[src/rtl/difftest_step_pkg.sv]
package difftest_step_pkg;

  localparam int unsigned STEP_WIDTH_DEFAULT = 8;

  typedef enum logic [1:0] {
    IDLE  = 2'd0,
    ISSUE = 2'd1,
    HALT  = 2'd2
  } state_e;

  function automatic int unsigned core_id_width(input int unsigned n);
    return (n <= 1) ? 1 : $clog2(n);
  endfunction

endpackage

[src/rtl/difftest_step_rr_arbiter.sv]
module difftest_step_rr_arbiter
  import difftest_step_pkg::*;
#(
  parameter  int unsigned NUM_CORES = 2,
  localparam int unsigned CW        = core_id_width(NUM_CORES)
) (
  input  logic [NUM_CORES-1:0] elig,
  input  logic [CW-1:0]        rr_ptr,
  output logic [CW-1:0]        grant,
  output logic                 any_grant
);

  int unsigned idx;

  always_comb begin
    grant     = '0;
    any_grant = 1'b0;
    idx       = 0;
    for (int unsigned off = 1; off <= NUM_CORES; off++) begin
      idx = (32'(rr_ptr) + off) % NUM_CORES;
      for (int unsigned j = 0; j < NUM_CORES; j++) begin
        if (!any_grant && (j == idx) && elig[j]) begin
          any_grant = 1'b1;
          grant     = CW'(j);
        end
      end
    end
  end

endmodule

[src/rtl/difftest_step_scheduler.sv]
module difftest_step_scheduler
  import difftest_step_pkg::*;
#(
  parameter  int unsigned NUM_CORES       = 2,
  parameter  int unsigned STEP_WIDTH      = STEP_WIDTH_DEFAULT,
  parameter  int unsigned ACC_WIDTH       = 16,
  parameter  int unsigned BATCH_THRESHOLD = 64,
  parameter  int unsigned FLUSH_CYCLES    = 4999,
  localparam int unsigned CW              = core_id_width(NUM_CORES)
) (
  input  logic                            clock,
  input  logic                            reset,
  input  logic [NUM_CORES*STEP_WIDTH-1:0] in_step,
  input  logic                            stop,
  output logic                            out_valid,
  input  logic                            out_ready,
  output logic [CW-1:0]                   out_core,
  output logic [STEP_WIDTH-1:0]           out_step,
  output logic                            pending,
  output logic                            overflow
);

  localparam int unsigned TW = (FLUSH_CYCLES > 0) ? $clog2(FLUSH_CYCLES + 1) : 1;
  localparam logic [TW-1:0]        TIMER_MAX = TW'(FLUSH_CYCLES);
  localparam logic [ACC_WIDTH-1:0] THR       = ACC_WIDTH'(BATCH_THRESHOLD);
  localparam logic [ACC_WIDTH-1:0] ACC_MAX   = '1;
  localparam logic [ACC_WIDTH-1:0] STEP_MAX  = {{(ACC_WIDTH-STEP_WIDTH){1'b0}}, {STEP_WIDTH{1'b1}}};

  state_e                  state_q, state_d;
  logic                    out_valid_q, out_valid_d;
  logic [CW-1:0]           out_core_q, out_core_d;
  logic [STEP_WIDTH-1:0]   out_step_q, out_step_d;
  logic                    pending_q, pending_d;
  logic                    overflow_q, overflow_d;
  logic [ACC_WIDTH-1:0]    acc_q [NUM_CORES];
  logic [ACC_WIDTH-1:0]    acc_d [NUM_CORES];
  logic [TW-1:0]           timer_q, timer_d;
  logic                    flush_pending_q, flush_pending_d;
  logic [CW-1:0]           rr_ptr_q, rr_ptr_d;

  logic [NUM_CORES-1:0]    elig;
  logic [CW-1:0]           grant;
  logic                    any_grant;
  logic                    load;
  logic [ACC_WIDTH-1:0]    sel_acc;
  logic [STEP_WIDTH-1:0]   load_step;
  logic [ACC_WIDTH:0]      sum [NUM_CORES];
  logic                    flush_wrap;

  always_comb begin
    elig = '0;
    for (int unsigned i = 0; i < NUM_CORES; i++) begin
      elig[i] = (acc_q[i] >= THR) | (flush_pending_q & (acc_q[i] != '0));
    end
  end

  difftest_step_rr_arbiter #(
    .NUM_CORES (NUM_CORES)
  ) u_arb (
    .elig      (elig),
    .rr_ptr    (rr_ptr_q),
    .grant     (grant),
    .any_grant (any_grant)
  );

  always_comb begin
    sel_acc = '0;
    for (int unsigned i = 0; i < NUM_CORES; i++) begin
      if (grant == CW'(i)) sel_acc = acc_q[i];
    end
    load_step = (sel_acc > STEP_MAX) ? '1 : sel_acc[STEP_WIDTH-1:0];
  end

  always_comb begin
    state_d     = state_q;
    out_valid_d = out_valid_q;
    out_core_d  = out_core_q;
    out_step_d  = out_step_q;
    rr_ptr_d    = rr_ptr_q;
    load        = 1'b0;
    case (state_q)
      IDLE: begin
        if (stop) begin
          state_d = HALT;
        end else if (any_grant) begin
          load        = 1'b1;
          out_valid_d = 1'b1;
          out_core_d  = grant;
          out_step_d  = load_step;
          rr_ptr_d    = grant;
          state_d     = ISSUE;
        end
      end
      ISSUE: begin
        if (out_ready) begin
          out_valid_d = 1'b0;
          state_d     = stop ? HALT : IDLE;
        end
      end
      HALT: begin
        out_valid_d = 1'b0;
      end
      default: begin
        out_valid_d = 1'b0;
        state_d     = IDLE;
      end
    endcase
  end

  // The amount loaded into the output register leaves the accumulator in the same cycle.
  always_comb begin
    overflow_d = overflow_q;
    pending_d  = 1'b0;
    for (int unsigned i = 0; i < NUM_CORES; i++) begin
      sum[i] = {1'b0, acc_q[i]}
             - ((load && (grant == CW'(i))) ? {{(ACC_WIDTH-STEP_WIDTH+1){1'b0}}, load_step} : '0)
             + {{(ACC_WIDTH-STEP_WIDTH+1){1'b0}}, in_step[i*STEP_WIDTH +: STEP_WIDTH]};
      if (sum[i][ACC_WIDTH]) begin
        acc_d[i]   = ACC_MAX;
        overflow_d = 1'b1;
      end else begin
        acc_d[i] = sum[i][ACC_WIDTH-1:0];
      end
      if (acc_d[i] != '0) pending_d = 1'b1;
    end
  end

  always_comb begin
    flush_wrap      = (timer_q == TIMER_MAX);
    timer_d         = flush_wrap ? '0 : timer_q + TW'(1);
    flush_pending_d = flush_wrap ? 1'b1 : (pending_d ? flush_pending_q : 1'b0);
  end

  always_ff @(posedge clock) begin
    if (reset) begin
      state_q         <= IDLE;
      out_valid_q     <= 1'b0;
      out_core_q      <= '0;
      out_step_q      <= '0;
      pending_q       <= 1'b0;
      overflow_q      <= 1'b0;
      timer_q         <= '0;
      flush_pending_q <= 1'b0;
      rr_ptr_q        <= CW'(NUM_CORES - 1);
      for (int unsigned i = 0; i < NUM_CORES; i++) acc_q[i] <= '0;
    end else begin
      state_q         <= state_d;
      out_valid_q     <= out_valid_d;
      out_core_q      <= out_core_d;
      out_step_q      <= out_step_d;
      pending_q       <= pending_d;
      overflow_q      <= overflow_d;
      timer_q         <= timer_d;
      flush_pending_q <= flush_pending_d;
      rr_ptr_q        <= rr_ptr_d;
      for (int unsigned i = 0; i < NUM_CORES; i++) acc_q[i] <= acc_d[i];
    end
  end

  assign out_valid = out_valid_q;
  assign out_core  = out_core_q;
  assign out_step  = out_step_q;
  assign pending   = pending_q;
  assign overflow  = overflow_q;

endmodule

[config.mk]
export PLATFORM = sky130hd
export DESIGN_NAME = difftest_step_scheduler
export DESIGN_NICKNAME = d
export VERILOG_FILES = /design/src/rtl/difftest_step_pkg.sv /design/src/rtl/difftest_step_rr_arbiter.sv /design/src/rtl/difftest_step_scheduler.sv
export SDC_FILE = /design/constraint.sdc
export NUM_CORES = 1
export LEC_CHECK = 0
export BUFFER_PORTS_ARGS = -buffer_cell sky130_fd_sc_hd__buf_4
export CAP_MARGIN = 20
export CORE_ASPECT_RATIO = 1.25
export CORE_MARGIN = 2
export CORE_UTILIZATION = 40
export DETAILED_ROUTE_END_ITERATION = 10
export SKIP_LAST_GASP = 1
export SLEW_MARGIN = 20
export SYNTH_ARGS = -nofsm -noshare
export SYNTH_HDL_FRONTEND = slang
export SYNTH_SLANG_ARGS = --single-unit
[constraint.sdc]
create_clock -name clock -period 12.9 [get_ports clock]
set_input_delay 1.29 -clock clock [delete_from_list [all_inputs] [get_ports clock]]
set_output_delay 1.29 -clock clock [all_outputs]
set_load 0.03 [all_outputs]
* After elaboration in Yosys (flattened, before gate mapping)
Memories as Yosys holds them, arrays and structs flattened.
Cells that the tools add are included.
** Operators by class
- Mux-type cells :: 36
- Bitwise operators :: 9
- Add/sub/neg operators :: 7
- Magnitude comparators :: 3
- Reduce and logical (&&, ||, !) cells :: 24
- Equal/unequal tests :: 8
** Operators by type and width (count)
- 16-bit 2-to-1 mux :: 5
- 32-bit zero test :: 2
- 16-bit nonzero test :: 4
- 17-bit by 8-bit adder with 17-bit output :: 2
- 16-bit by 8-bit subtractor with 17-bit output :: 2
- 16-bit by 7-bit >= comparator with 1-bit output, second input constant :: 2
- 8-bit 2-to-1 mux :: 3
- 1-bit 2-to-1 mux :: 22
- 16-bit by 8-bit greater-than comparator with 1-bit output, second input constant :: 1
- 13-bit by 1-bit adder with 13-bit output, second input constant :: 1
- 13-bit == test, second input constant :: 1
- 1-bit logical AND :: 9
- 3-bit AND reduction :: 3
- 2-bit 2-to-1 mux :: 4
- 2-bit inequality test, second input constant :: 3
- 2-bit case mux with 3 select lines :: 1
- 1-bit OR :: 4
- 1-bit zero test :: 3
- 3-bit inequality test, second input constant :: 1
- 1-bit NOT :: 3
- 1-bit adder, second input constant :: 2
- 1-bit bitwise AND :: 2
- 2-bit by 1-bit == test with 1-bit output, second input constant :: 1
- 2-bit == test, second input constant :: 1
- other kinds (5) :: 5
** Storage, ports and cells
- Bits in writable memories :: 32
- Output and inout bits :: 12
- Bits of input ports :: 20
- Logic and storage cells :: 97
- Register bits after elaboration :: 29
- Memories :: 1
** Memory list
- acc_q :: depth 2, bits a word 16, rd ports 2, clocked after Yosys merged registers in 0, wr ports 2, line difftest_step_scheduler.sv:35 : logic [ACC_WIDTH-1:0] acc_q [NUM_CORES];

* Longest topological paths before layout
Gate-level depths: netlist of the first run.
An unclocked memory read counts as a cell.
- Depth in word-level cells :: 31
- Depth in mapped cells :: 24
- Gate-level depth less buffers :: 22

* Modules after synthesis
From an unflattened synthesis of the first run, not the netlist that was laid out.
** Unflattened totals
- Cell total of the unflattened synthesis :: 618
- Area total of the unflattened synthesis :: 4902.2 um^2
** Modules (own cells, without submodules)
- difftest_step_scheduler :: cells an instance 616, sequential area each 1221.2 um^2, times used 1, area an instance 4888.4 um^2
- difftest_step_rr_arbiter :: cells an instance 2, sequential area each 0.0 um^2, times used 1, area an instance 13.8 um^2

* Worst setup path before layout of the first run
Ideal clock, no wire load.
- Kind :: reg-to-reg
- Start point :: mem acc_q[0][15]
- End point :: reg flush_pending_q
- Slack :: 7.931 ns
- Library setup time :: 0.133 ns
- Period minus slack after synthesis :: 4.969 ns
- Stages on the path, launching flop included :: 23
- Data required time :: 12.767 ns
- Path buffers :: 4
- Data arrival time :: 4.836 ns
- Cells stage by stage :: dfxtp_1 clkbuf_1 inv_1 ha_1 a21boi_0 nand3b_1 a21boi_0 clkbuf_1 or3_1 clkbuf_1 nor2_1 fa_1 inv_1 ha_1 buf_4 and3_4 a221oi_2 a2111oi_2 or4_1 o2111ai_1 or3b_1 and4bb_1 a311oi_1
** RTL lines
- from (decl) :: line difftest_step_scheduler.sv:35
- to (signal assigned) :: line difftest_step_scheduler.sv:154 : flush_pending_q <= flush_pending_d;
- to (decl) :: line difftest_step_scheduler.sv:38 : logic flush_pending_q, flush_pending_d;

==> results by group, run 1 <==
Worst setup path
  • Crit-path cells: inv_1 -> ha_1 -> inv_1 -> a41oi_1 -> o21ai_0 -> nand3_1 -> a21boi_2 -> mux2_1 -> nor2_1 -> nor2_1 -> fa_1 -> inv_1 -> fa_1 -> a211oi_1 -> o21ai_0 -> nor2b_1 -> o21ai_0 -> nand4_1 -> nor4_1 -> and4bb_1 -> a311oi_1
  • Critical path fanouts, max: 11
  • Critical path class: flop to flop
  • Worst EP arrival: 6.14 ns
  • Setup crit start kind: flop
  • CP endpoint kind: flop
  • CP max stage cell: a21boi_2
  • Worst path max stage delay: 0.57 ns
  • Critical Path RT: 13.08 ns
  • Worst reg-to-reg setup slack: 6.94 ns

Clock network
  • CTS tree: built
  • Post-CTS Setup Bufs: 0
  • Clock Pin Slew Worst Setup and Hold Paths: 0.05 ns
  • Root buf cell: clkbuf_16
  • Worst skew pair latency: 0.32 ns
  • Longest Clk Path Bufs: 2
  • Hold_buf cts: 0
  • Post-CTS Resized: 0
  • Clock sinks: 61
  • Inserted Clock Buffers: 9
  • H-tree depth: 3

Routing
  • Via density: 5.37
  • Antenna-violating nets left: 0
  • Routed WL: 12700 microns
  • Vias: 4278
  • Avg WL per Cell: 15.9 microns
  • DR pass1 iterations: 6
  • DR iter-0 viols: 270
  • DRC viols: 0

Floorplanning
  • Die area: 0.0130 sq mm
  • Starting Density: 41.3%
  • I/O Pins: 32
  • DIE WIDTH: 102 microns
  • Total core area: 0.0117 sq mm
  • Die H: 127 microns
  • Row cnt: 44

Yosys
  • Syn Nets: 687
  • Yosys warnings: 0
  • Post-synthesis mux area share: 1.89%
  • Largest family of logic cells by synthesized area: simple AND/OR/NAND/NOR gates
  • Compound-cell area share of the yosys netlist: 19.5%
  • Post-synth EDFFs: 0
  • Syn Area/Cell: 7.99 sq um
  • FF+latch count, synth: 61
  • Syn Inst Count: 604
  • Mapped cell area: 0.00482 sq mm
  • Adder-Cell Fraction of Synth Area: 18.8%
  • Cell variety after synth: 63
  • Top FF cell, synth: dfxtp_1
  • Simple-gate portion of the synthesized area: 20.2%
  • Xor and xnor area share after synthesis: 5.81%
  • Ys async rst share: 0%
  • Sequential-to-total area share from yosys stat: 25.3%

Final layout
  • Register area: 0.00122 sq mm
  • Commonest non-fill, non-tap cell in the layout: inv_1
  • Fillers: 1188
  • Area delta synth->final: 14.9%
  • Fin nets: 714
  • Multi-input gate area: 0.00320 sq mm
  • Commonest non-fill, non-tap cells in the layout: inv_1, nor2_1, dfxtp_1
  • Layout cells sized above 1: 10.1%
  • Diode count: 0

GRT
  • Pin count of the biggest net entering global routing: 51
  • Vias in the first global route: 4309
  • First-pass GRT wire length: 20900 microns
  • Busiest layer in global routing: met2
  • Met3 usage: 2.87%
  • Total GRT Usage: 20.4%
  • Initial antenna violation count: 0
  • Met1 usage: 25.3%
  • Met2 Use GR: 35.6%
  • Remaining Overflow, GRT: 0

Hold path
  • Hold Crit Class: flop to flop

STA
  • Final hold vios: 0
  • Worst-margin pin slew: 0.741 ns
  • Post-route setup TNS: 0 ns
  • RSZ-0062 raised after global routing: false
  • Final period utilization: 46.2%
  • Tmin final: 5.96 ns
  • Slew HR: 50.5%
  • Slew Viols, Final: 0
  • Layout Skew: 0.00876 ns
  • Fmax: 168 MHz
  • Count of final setup violators: 0

Run
  • Max-Cap Viols: 0

Status
  • Status: finished, final reports clean

Placed design
  • Hpwl dp: 10100 microns
  • Final Wtd Congestion: 0.857
  • Input/output buffers: 31
-- final cells by class --
| cell class | instances | area share, % |
|---|---|---|
| Tap cell | 161 | 3.63 |
| Timing Repair Buffer | 32 | 4.33 |
| Multi-Input combinational cell | 436 | 57.7 |
| Sequential cell | 61 | 22.0 |
| Clock inverter | 4 | 1.71 |
| Clock buffer | 12 | 4.44 |
| Inverter | 91 | 6.16 |
-- per-layer routing --
layer | vias up | wire (microns)
met4 | 0 | 245
met2 | 98 | 6380
li1 | 2128 | -
met1 | 2031 | 5610
met5 | - | 0
met3 | 21 | 470
-- stage by stage --
step / instances / utilization (%) / setup slack, ns / instance area (sq um) / hold WS [ns]
finish: 797 / 47.5 / 6.94 / 5550 / 0.443
global route: 797 / 47.5 / 6.49 / 5550 / 0.494
CTS: 797 / 47.5 / 6.62 / 5540 / 0.450
detailed placement: 781 / 44.5 / 6.32 / 5200 / 0.442
global placement: 781 / 44.5 / 6.31 / 5200 / 0.435
floorplan: 604 / - / 7.93 / 4820 / 0.418
-- worst max-delay path: cells and delay by family (launching register included) --
kind	cells	cell delay, ns
fa+ha+maj	3	1.17
compound gates	7	2.00
buf+inv	3	0.22
simple gates	7	1.61
mux	1	0.49
flops	1	0.32
-- state kept, by name (all words and copies together), names as in the netlist --
signal and count:
state_q 2, overflow 1, timer_q 13, pending 1, flush_pending_q 1, out_valid 1, out_core 1, out_step 8
rr_ptr_q 1, acc_q 32
-- path summary, 6_finish.rpt --
path / start / to / depth (start not counted)
worst max register to register: acc_q[0][28]$_SDFF_PP0_ / flush_pending_q$_SDFFE_PP0P_ / 21
worst min-delay path: timer_q[0]$_SDFF_PP0_ / timer_q[0]$_SDFF_PP0_ / 1
worst min register to register: timer_q[0]$_SDFF_PP0_ / timer_q[0]$_SDFF_PP0_ / 1
worst max-delay path: acc_q[0][28]$_SDFF_PP0_ / flush_pending_q$_SDFFE_PP0P_ / 21
-- logic make-up (layout without fill, tap and decap cells) --
kind of cell	Yosys count	count (layout)
fa+ha+maj	63	63
simple gates	194	194
mux	9	9
compound gates	138	138
flops	61	61
xor+xnor	32	32
buf+inv	107	139
-- synth_stat cells, types with 6 or more instances --
cell	number	area share (%)
inv_1	91	7.1
nor2_1	82	6.4
dfxtp_1	61	25
ha_1	47	12
a21oi_1	41	4.3
nand2_1	23	1.8
o21ai_0	18	1.9
fa_1	16	6.6
xnor2_1	16	2.9
xor2_1	16	2.9
a211oi_1	14	2.2
nand3_1	14	1.5
nor2b_1	12	1.6
clkbuf_1	11	0.86
nand4_1	10	1.3
mux2i_1	8	1.7
nand2b_1	8	1.0
a21o_1	7	1.1
a31oi_1	7	0.91
nor4_1	7	0.91
o211ai_1	7	1.1
nor3_1	6	0.62
Power of run 1 is not shown: default switching activity piles up to over one toggle a cycle in this logic, so the estimate is an artifact.
==> inputs of run 2 (changes only) <==
ABC_AREA = 1   (was not set)
clock period = 5.4 ns   (was 12.9 ns; I/O delays follow)
==> run 2 against run 1 <==
Via count rose by 19%; first-iteration DRC count fell by 29%; hold slack improved by 0.014 ns; clock skew fell by 0.0023 ns; utilization fell by 1.4 points; count of clock-buffer cells in the layout fell by 2; area after synthesis rose by 12%; non-clock buffer count did not move; final cell count rose by 32%; die area rose by 11%; critical path depth rose by 7; routed wire length rose by 15%; highest routed layer unchanged.
==> results by group, run 2 <==
Status
  • Status: finished, final reports clean

STA
  • Count of final setup violators: 0
  • RSZ-0062 raised after global routing: false
  • Slew HR: 50.9%
  • Fmax: 209 MHz
  • Final hold vios: 0
  • Final period utilization: 88.6%
  • Worst-margin pin slew: 0.735 ns
  • Post-route setup TNS: 0 ns
  • Layout Skew: 0.00641 ns
  • Tmin final: 4.78 ns
  • Slew Viols, Final: 0

Clock network
  • Inserted Clock Buffers: 9
  • Post-CTS Setup Bufs: 0
  • Clock sinks: 61
  • Longest Clk Path Bufs: 2
  • Worst skew pair latency: 0.33 ns
  • Hold_buf cts: 0
  • Post-CTS Resized: 0
  • Root buf cell: clkbuf_16
  • CTS tree: built
  • Clock Pin Slew Worst Setup and Hold Paths: 0.06 ns
  • H-tree depth: 3

Hold path
  • Hold Crit Class: flop to flop
  • Worst hold stages: 1

Yosys
  • Syn Nets: 927
  • Compound-cell area share of the yosys netlist: 9.45%
  • Top-count cell post-synth: nand2_1
  • Yosys top cell area share: 22.7%
  • Ys async rst share: 0%
  • Yosys warnings: 0
  • Yosys top cell by area: dfxtp_1
  • Cell variety after synth: 41
  • Top FF cell, synth: dfxtp_1
  • Mapped cell area: 0.00539 sq mm
  • Top cells by area, synth: dfxtp_1, nand2_1, inv_1, ha_1, fa_1
  • Simple-gate portion of the synthesized area: 35.8%
  • FF+latch count, synth: 61
  • Most frequent cells after synthesis: nand2_1, inv_1, nor2_1
  • Sequential-to-total area share from yosys stat: 22.7%
  • Post-synth EDFFs: 0
  • Post-synthesis mux area share: 0%
  • Xor and xnor area share after synthesis: 0.975%
  • Syn Area/Cell: 6.39 sq um
  • Adder-Cell Fraction of Synth Area: 16.8%
  • Syn Inst Count: 844
  • Largest family of logic cells by synthesized area: simple AND/OR/NAND/NOR gates

Routing
  • DR pass1 iterations: 4
  • DRC viols: 0
  • Antenna-violating nets left: 0
  • DR iter-0 viols: 193
  • Routed WL: 14600 microns
  • Via density: 4.84
  • Vias: 5092
  • Avg WL per Cell: 13.9 microns

Worst setup path
  • Worst path max stage delay: 0.48 ns
  • Critical Path RT: 5.63 ns
  • Worst Reg-to-Reg Cells: 28
  • CP endpoint kind: flop
  • Worst EP arrival: 5.01 ns
  • Critical path fanouts, max: 27
  • Critical path class: flop to flop
  • CP max stage cell: fa_1
  • Setup crit start kind: flop
  • Crit path top cell by count: nand2_1

Placed design
  • Final Wtd Congestion: 0.893
  • Input/output buffers: 31
  • Hpwl dp: 12400 microns

Final layout
  • Top reg by flops: acc_q
  • Max reg flops: 32
  • Fin nets: 959
  • Commonest non-fill, non-tap cell in the layout: nand2_1
  • Commonest non-fill, non-tap cells in the layout: nand2_1, inv_1, nor2_1
  • Multi-input gate area: 0.00340 sq mm
  • Layout cells sized above 1: 11.1%
  • Area delta synth->final: 13.1%
  • Diode count: 0
  • Fillers: 1446
  • Register area: 0.00122 sq mm

Floorplanning
  • DIE WIDTH: 108 microns
  • Die area: 0.0144 sq mm
  • Row cnt: 47
  • I/O Pins: 32
  • Die H: 134 microns
  • Total core area: 0.0132 sq mm
  • Starting Density: 40.7%

GRT
  • First-pass GRT wire length: 24100 microns
  • Initial antenna violation count: 0
  • Remaining Overflow, GRT: 0
  • Vias in the first global route: 5008
  • Total GRT Usage: 21.5%
  • Pin count of the biggest net entering global routing: 29

Run
  • Max-Cap Viols: 0
run 2: changes by cell type after synthesis, sizes merged, moves of 7 or more:
| cell | previous run | this run |
|---|---|---|
| o21ai | 18 | 27 |
| nand2b | 8 | 0 |
| a211oi | 14 | 1 |
| nand4 | 10 | 18 |
| nand3 | 14 | 56 |
| inv | 91 | 189 |
| xor2 | 16 | 2 |
| nor2b | 12 | 0 |
| xnor2 | 16 | 4 |
| nand2 | 23 | 246 |
| mux2i | 8 | 0 |
| a21o | 8 | 1 |
run 2: critical path: cells and delay by family, from the launching register on:
family                     cells  cell delay, ns
and+or+nand+nor               20            2.26
adders and majority gates      3            1.21
DFF                            1            0.34
AOI/OAI and AO/OA              2            0.32
buffers and inverters          3            0.54
run 2: per-stage QoR:
step	cells	area [sq um]	hold WS [ns]	utilization [%]	worst slack, ns
2_1_floorplan	844	5390	0.418	-	1.48
3_3_place_gp	1036	5790	0.433	43.8	0.573
3_5_place_dp	1036	5790	0.447	43.8	0.523
4_1_cts	1052	6090	0.457	46.1	0.473
5_1_grt	1052	6100	0.478	46.1	0.0285
6_report	1052	6100	0.457	46.1	0.617
run 2: kinds of logic after synthesis:
| group | after synthesis |
|---|---|
| compound gates | 90 |
| xor+xnor | 6 |
| fa+ha+maj | 63 |
| buf+inv | 202 |
| flops | 61 |
| simple gates | 422 |
run 2: worst paths after layout:
path / startpoint / to / slack [ns]
worst max register to register: acc_q[0][31]$_SDFF_PP0_ / flush_pending_q$_SDFFE_PP0P_ / 0.62
worst min register to register: timer_q[0]$_SDFF_PP0_ / timer_q[0]$_SDFF_PP0_ / 0.46
worst max-delay path: acc_q[0][31]$_SDFF_PP0_ / flush_pending_q$_SDFFE_PP0P_ / 0.62
worst min-delay path: timer_q[0]$_SDFF_PP0_ / timer_q[0]$_SDFF_PP0_ / 0.46
run 2: metal layers:
metal  routed length [microns]  global-route usage, %
met4                       350                   7.19
met5                         0                      0
met2                      7440                   39.6
met1                      6480                   25.3
met3                       365                   3.01
run 2: area by class of cell:
type / count / share of cell area [%]
well taps: 171 / 3.51
repair buffers: 32 / 3.94
clock buffers: 10 / 3.92
flip-flops and latches: 61 / 20.0
multi-input cells: 581 / 55.8
clock inverters: 6 / 1.03
inverters: 191 / 11.8
Power of run 2 is left out for the same reason.
